File: src/rtl/ultrasonic_ranger_pkg.sv
// Shared constants and FSM encoding for the ultrasonic ranger and its servo consumer.
package ultrasonic_ranger_pkg;

  localparam int unsigned OSC_HZ             = 50_000_000;
  localparam int unsigned SERVO_FRAME_CYCLES = 1_000_000;
  localparam int unsigned OBSTACLE_THRESHOLD = 350_000;

  typedef enum logic [1:0] {
    IDLE      = 2'd0,
    TRIG      = 2'd1,
    WAIT_RISE = 2'd2,
    MEASURE   = 2'd3
  } ranger_state_e;

endpackage

File: src/rtl/ultrasonic_ranger_sync_edge.sv
// Two-flop synchronizer for an asynchronous input, with single-cycle rise/fall pulses
// taken from the synchronized level against its one-cycle-delayed copy.
module sync_edge (
  input  logic osc,
  input  logic reset,
  input  logic raw,
  output logic level,
  output logic rise,
  output logic fall
);

  logic meta;
  logic level_d;

  // NOTE: sequential state uses non-blocking assignments so every flop samples pre-edge values.
  always_ff @(posedge osc) begin
    if (!reset) begin
      meta    <= 1'b0;
      level   <= 1'b0;
      level_d <= 1'b0;
    end else begin
      meta    <= raw;
      level   <= meta;
      level_d <= level;
    end
  end

  assign rise = level & ~level_d;
  assign fall = ~level & level_d;

endmodule

File: src/rtl/ultrasonic_ranger.sv
// HC-SR04-style ranger: periodic trigger pulse, echo width measurement in osc cycles,
// saturating to MAX_ECHO ("far") on a missing or overlong echo.
module ultrasonic_ranger
  import ultrasonic_ranger_pkg::*;
#(
  parameter int unsigned PERIOD       = 3_000_000,
  parameter int unsigned TRIG_CYCLES  = 500,
  parameter int unsigned RISE_TIMEOUT = 1_500_000,
  parameter int unsigned MAX_ECHO     = 1_900_000
) (
  input  logic        osc,
  input  logic        reset,
  input  logic        echo,
  output logic        trig,
  output logic [31:0] echo_cnt,
  output logic        echo_valid,
  output logic        timeout
);

  localparam logic [31:0] PERIOD_LAST = 32'(PERIOD - 1);
  localparam logic [31:0] TRIG_LAST   = 32'(TRIG_CYCLES);
  localparam logic [31:0] RISE_LAST   = 32'(RISE_TIMEOUT - 1);
  localparam logic [31:0] ECHO_MAX    = 32'(MAX_ECHO);

  ranger_state_e state, state_next;
  logic [31:0]   period_cnt;
  logic [31:0]   width, width_next;
  logic [31:0]   echo_cnt_next;
  logic          trig_next, valid_next, timeout_next;
  logic          echo_s, echo_rise, echo_fall;

  sync_edge u_echo_sync (
    .osc   (osc),
    .reset (reset),
    .raw   (echo),
    .level (echo_s),
    .rise  (echo_rise),
    .fall  (echo_fall)
  );

  always_ff @(posedge osc) begin
    if (!reset) begin
      state      <= IDLE;
      period_cnt <= '0;
      width      <= '0;
      trig       <= 1'b0;
      echo_cnt   <= ECHO_MAX;
      echo_valid <= 1'b0;
      timeout    <= 1'b0;
    end else begin
      state      <= state_next;
      period_cnt <= (period_cnt == PERIOD_LAST) ? '0 : period_cnt + 32'd1;
      width      <= width_next;
      trig       <= trig_next;
      echo_cnt   <= echo_cnt_next;
      echo_valid <= valid_next;
      timeout    <= timeout_next;
    end
  end

  // One counter serves as trigger timer, rise timeout and echo width; only one is live per state.
  always_comb begin
    // NOTE: every output gets a default first so no path leaves it unassigned (no latch).
    state_next    = state;
    width_next    = width;
    trig_next     = trig;
    echo_cnt_next = echo_cnt;
    valid_next    = 1'b0;
    timeout_next  = timeout;
    case (state)
      IDLE: begin
        // A wrap seen outside IDLE is simply missed, so an overrun skips one trigger.
        if (period_cnt == '0) begin
          state_next = TRIG;
          trig_next  = 1'b1;
          width_next = 32'd1;
        end
      end
      TRIG: begin
        if (width == TRIG_LAST) begin
          trig_next  = 1'b0;
          state_next = WAIT_RISE;
          width_next = '0;
        end else begin
          width_next = width + 32'd1;
        end
      end
      WAIT_RISE: begin
        if (echo_rise) begin
          state_next = MEASURE;
          width_next = 32'd1;
        end else if (width == RISE_LAST) begin
          echo_cnt_next = ECHO_MAX;
          timeout_next  = 1'b1;
          valid_next    = 1'b1;
          state_next    = IDLE;
        end else begin
          width_next = width + 32'd1;
        end
      end
      MEASURE: begin
        // Fall is tested first so a fall coinciding with saturation reports a real width.
        if (echo_fall) begin
          echo_cnt_next = width;
          timeout_next  = 1'b0;
          valid_next    = 1'b1;
          state_next    = IDLE;
        end else if (width == ECHO_MAX) begin
          echo_cnt_next = ECHO_MAX;
          timeout_next  = 1'b1;
          valid_next    = 1'b1;
          state_next    = IDLE;
        end else if (echo_s) begin
          width_next = width + 32'd1;
        end
      end
      default: state_next = IDLE;
    endcase
  end

endmodule

File: config.mk
export PLATFORM = sky130hd
export DESIGN_NAME = ultrasonic_ranger
export DESIGN_NICKNAME = d
export VERILOG_FILES = /design/src/rtl/ultrasonic_ranger_pkg.sv /design/src/rtl/ultrasonic_ranger_sync_edge.sv /design/src/rtl/ultrasonic_ranger.sv
export SDC_FILE = /design/constraint.sdc
export NUM_CORES = 1
export LEC_CHECK = 0
export ABC_AREA = 1
export CORE_MARGIN = 2
export CORE_UTILIZATION = 55
export CTS_CLUSTER_SIZE = 28
export DETAILED_ROUTE_END_ITERATION = 8
export PLACE_DENSITY_LB_ADDON = 0.3
export SLEW_MARGIN = 20
export SYNTH_ARGS = -nofsm -noshare
export SYNTH_HDL_FRONTEND = slang
export SYNTH_SLANG_ARGS = --single-unit
File: constraint.sdc
create_clock -name osc -period 2.4 [get_ports osc]
set_clock_uncertainty 0.15 [all_clocks]
set_input_delay 0.48 -clock osc [delete_from_list [all_inputs] [get_ports osc]]
set_output_delay 0.48 -clock osc [all_outputs]
set_load 0.005 [all_outputs]
==> run_results.csv <==
group,metric,value,unit
run_status,outcome,"finished clean",
place,place.gp.congestion,0.977,
clocking,h-tree-depth,3,
worst_setup_path,cpMaxStageDelayCell,"dfxtp_1",
place,hpwlAfterDp,11100,µm
sta,tightest_slew,0.497,ns
grt,grt.overflow.total,0,
detailed_routing,drtPass1Iterations,6,
sta,rsz0062_at_grt,"false",
sta,fmax,460,MHz
layout,fill_cells,1004,
synth,synth_edf_count,0,
floorplanning,start_util,0.568,
clocking,clkTransAtPathRegs,0.10,ns
synth,avgSynthCellArea,6.26,µm²
sta,final-hold-violation-count,0,
layout,fin_nets,988,
synth,synth_area,5860,µm²
worst_setup_path,critPathMaxStageDelay,0.50,ns
grt,antenna_found_initial,0,
place,dpl_cell_area,6460,µm²
sta,max_slew_margin,0.667,
detailed_routing,vias_per_cell,5.38,
layout,fin_area,6670,µm²
layout,syn2layout_area_growth,13.8,%
clocking,clock-sinks,104,
clocking,cts_inserted_buffers,9,
layout,stdcell_count,1121,
sta,period_minus_slack,2.17,ns
clocking,cts_root_buf,"clkbuf_8",
synth,ys_seq_area_frac,0.355,
layout,diodes,0,
worst_setup_path,cp.arrival,2.34,ns
layout,final_util,0.646,
floorplanning,dieHeight,107,µm
pwr,power_density,755,nW/µm²
detailed_routing,route.detailed.drc,0,
floorplanning,io-pin-count,38,
synth,syn-instance-count,937,
grt,grt_start_max_net_pins,34,
sta,timing.final.crit_share,0.906,
floorplanning,die_area,11500,µm²
worst_setup_path,crit_type,"reg2reg",
synth,ys_seq_elements,104,
place,place_inst,1106,
synth,ys_async_sr_fraction,0,
worst_setup_path,required,2.57,ns
synth,syn-num-nets,944,
worst_setup_path,cp-end-kind,"flop",
pwr,vdd_drop_max,455,µV
grt,grt_pass1_vias,5118,
grt,grt_use_total,0.268,
sta,setup_tns,0,ns
flow_run,maxCapViolCount,0,
clocking,cts_tree,"built",
floorplanning,fp-row-count,37,
layout,drive_gt1_frac,0.0772,
detailed_routing,routed_wl,15100,µm
hold_path,hp-class,"reg2reg",
synth,synth_cell_types,40,
floorplanning,dieWidth,107,µm
clocking,insertion_delay,0.38,ns
synth,synthFlopType,"dfxtp_1",
synth,ys_warn_count,0,
place,portBuffers,37,
floorplanning,design.core.area,10300,µm²
pwr,power_leakage,2.78,nW
worst_setup_path,start_kind,"flop",
detailed_routing,vias,6027,
worst_setup_path,cp_common_cell,"nand3_1",
detailed_routing,drt_iter0_drc,509,
sta,setup_viol,0,
grt,grt_first_pass_wirelength,24600,µm
worst_setup_path,path_cells,"nand3_1, nor2_1, nand3_1, o21ai_0, nand3_1, nand2_1, nand2_1, nor2_1",
detailed_routing,wire_per_inst,13.5,µm
detailed_routing,ant_nets,0,
worst_setup_path,critPathMaxFanout,9,
clocking,ctsLongestPathBuffers,2,
sta,finalMaxSlewViolations,0,
[logic make-up (layout without fill, tap and decap cells)]
| group | after synthesis | in the layout | share of synthesized area |
|---|---|---|---|
| DFF | 104 | 104 | 0.355 |
| adders and majority gates | 4 | 4 | 0.00854 |
| buffers and inverters | 129 | 177 | 0.0928 |
| AOI/OAI and AO/OA | 78 | 78 | 0.0736 |
| xor gates and xnor gates | 17 | 17 | 0.0254 |
| and+or+nand+nor | 605 | 605 | 0.445 |
[routing by layer]
metal	share of wire	global-route usage	vias up	routed length, µm
li1	-	-	3065	-
met5	0	0	-	0
met3	0.086	0.0466	31	1300
met2	0.42	0.399	239	6410
met4	0.020	0.0909	0	297
met1	0.47	0.389	2692	7070
[state kept, by name, summed over array words and instances (netlist names)]
name                 count
echo_cnt                32
echo_valid               1
period_cnt              32
state                    2
timeout                  1
trig                     1
u_echo_sync.level        1
u_echo_sync.level_d      1
u_echo_sync.meta         1
width                   32
[path summary, 6_finish.rpt]
| path | startpoint | to | slack, ns | cells after the start |
|---|---|---|---|---|
| setup / recovery | width[2]$_SDFFE_PN0P_ | width[31]$_SDFFE_PN0P_ | 0.23 | 8 |
| hold reg to reg | u_echo_sync.meta$_SDFF_PN0_ | u_echo_sync.level$_SDFF_PN0_ | 0.27 | 2 |
| setup reg to reg | width[2]$_SDFFE_PN0P_ | width[31]$_SDFFE_PN0P_ | 0.23 | 8 |
| hold / removal | u_echo_sync.meta$_SDFF_PN0_ | u_echo_sync.level$_SDFF_PN0_ | 0.27 | 2 |
[per-stage QoR]
stage / worst slack, ns / hold WS, ns / power [mW]
after detailed placement: 0.210 / 0.252 / 3.85
after CTS: 0.170 / 0.275 / 5.03
after floorplan: 0.550 / 0.240 / 3.38
after global routing: 0.0164 / 0.290 / 5.36
after global placement: 0.269 / 0.245 / 3.81
final: 0.225 / 0.272 / 5.04
[power by group]
| group | total, mW | internal (mW) | leakage, nW | switching, mW |
|---|---|---|---|---|
| combinational | 1.68 | 0.612 | 1.84 | 1.07 |
| clock | 1.19 | 0.584 | 0.103 | 0.603 |
| sequential | 2.17 | 1.91 | 0.844 | 0.257 |
[repair_timing]
action | in CTS | in global routing
resized for setup | 0 | 2
endpoints found under the setup margin | 0 | 5
hold buffers | 0 | 0
setup buffers | 0 | 0
[synth_stat cells, drive strengths merged (2+ instances only)]
master,instances,area [µm²]
nand2,279,1060
nor2,177,699
dfxtp,104,2080
inv,95,357
nand3,80,415
a21oi,43,226
nand4,25,163
buf,19,130
nor3,19,95.1
o21ai,18,93.8
clkbuf,14,53.8
o22ai,13,81.3
xor2,11,96.3
or2,9,56.3
xnor2,6,52.6
nor3b,5,42.5
ha,4,50.1
nor4,4,25.0
nand3b,3,22.5
and2,2,15.0
and3,2,12.5
o21bai,2,15.0
[layout make-up]
type / instances / area, µm² / share of cell area
clock buffer: 10 / 128 / 0.0191
clock inverter: 5 / 81.3 / 0.0122
inverter: 96 / 363 / 0.0544
multi-input combinational: 704 / 3240 / 0.485
sequential: 104 / 2080 / 0.312
tap: 136 / 170 / 0.0255
timing repair buffer: 66 / 613 / 0.0919
[layout by cell type, fill, tap and decap left out, types with 5 or more instances in the layout]
| cell type | synthesis | final |
|---|---|---|
| nand2_1 | 274 | 274 |
| nor2_1 | 167 | 167 |
| dfxtp_1 | 104 | 104 |
| inv_1 | 92 | 92 |
| nand3_1 | 77 | 77 |
| a21oi_1 | 42 | 42 |
| clkdlybuf4s50_1 | 0 | 37 |
| buf_4 | 4 | 27 |
| nand4_1 | 24 | 24 |
| nor3_1 | 19 | 19 |
| o22ai_1 | 13 | 13 |
| o21ai_0 | 11 | 11 |
| xor2_1 | 11 | 11 |
| clkbuf_8 | 0 | 9 |
| nor2_2 | 8 | 8 |
| or2_2 | 7 | 7 |
| o21ai_1 | 6 | 6 |
| xnor2_1 | 6 | 6 |
| nand2_2 | 5 | 5 |
[worst max-delay path, delay by kind of cell, from the launching register on]
family | cells | cell delay, ns
and+or+nand+nor | 7 | 1.26
DFF | 1 | 0.50
AOI/OAI and AO/OA | 1 | 0.20
Power figures use the tool's default switching activity.
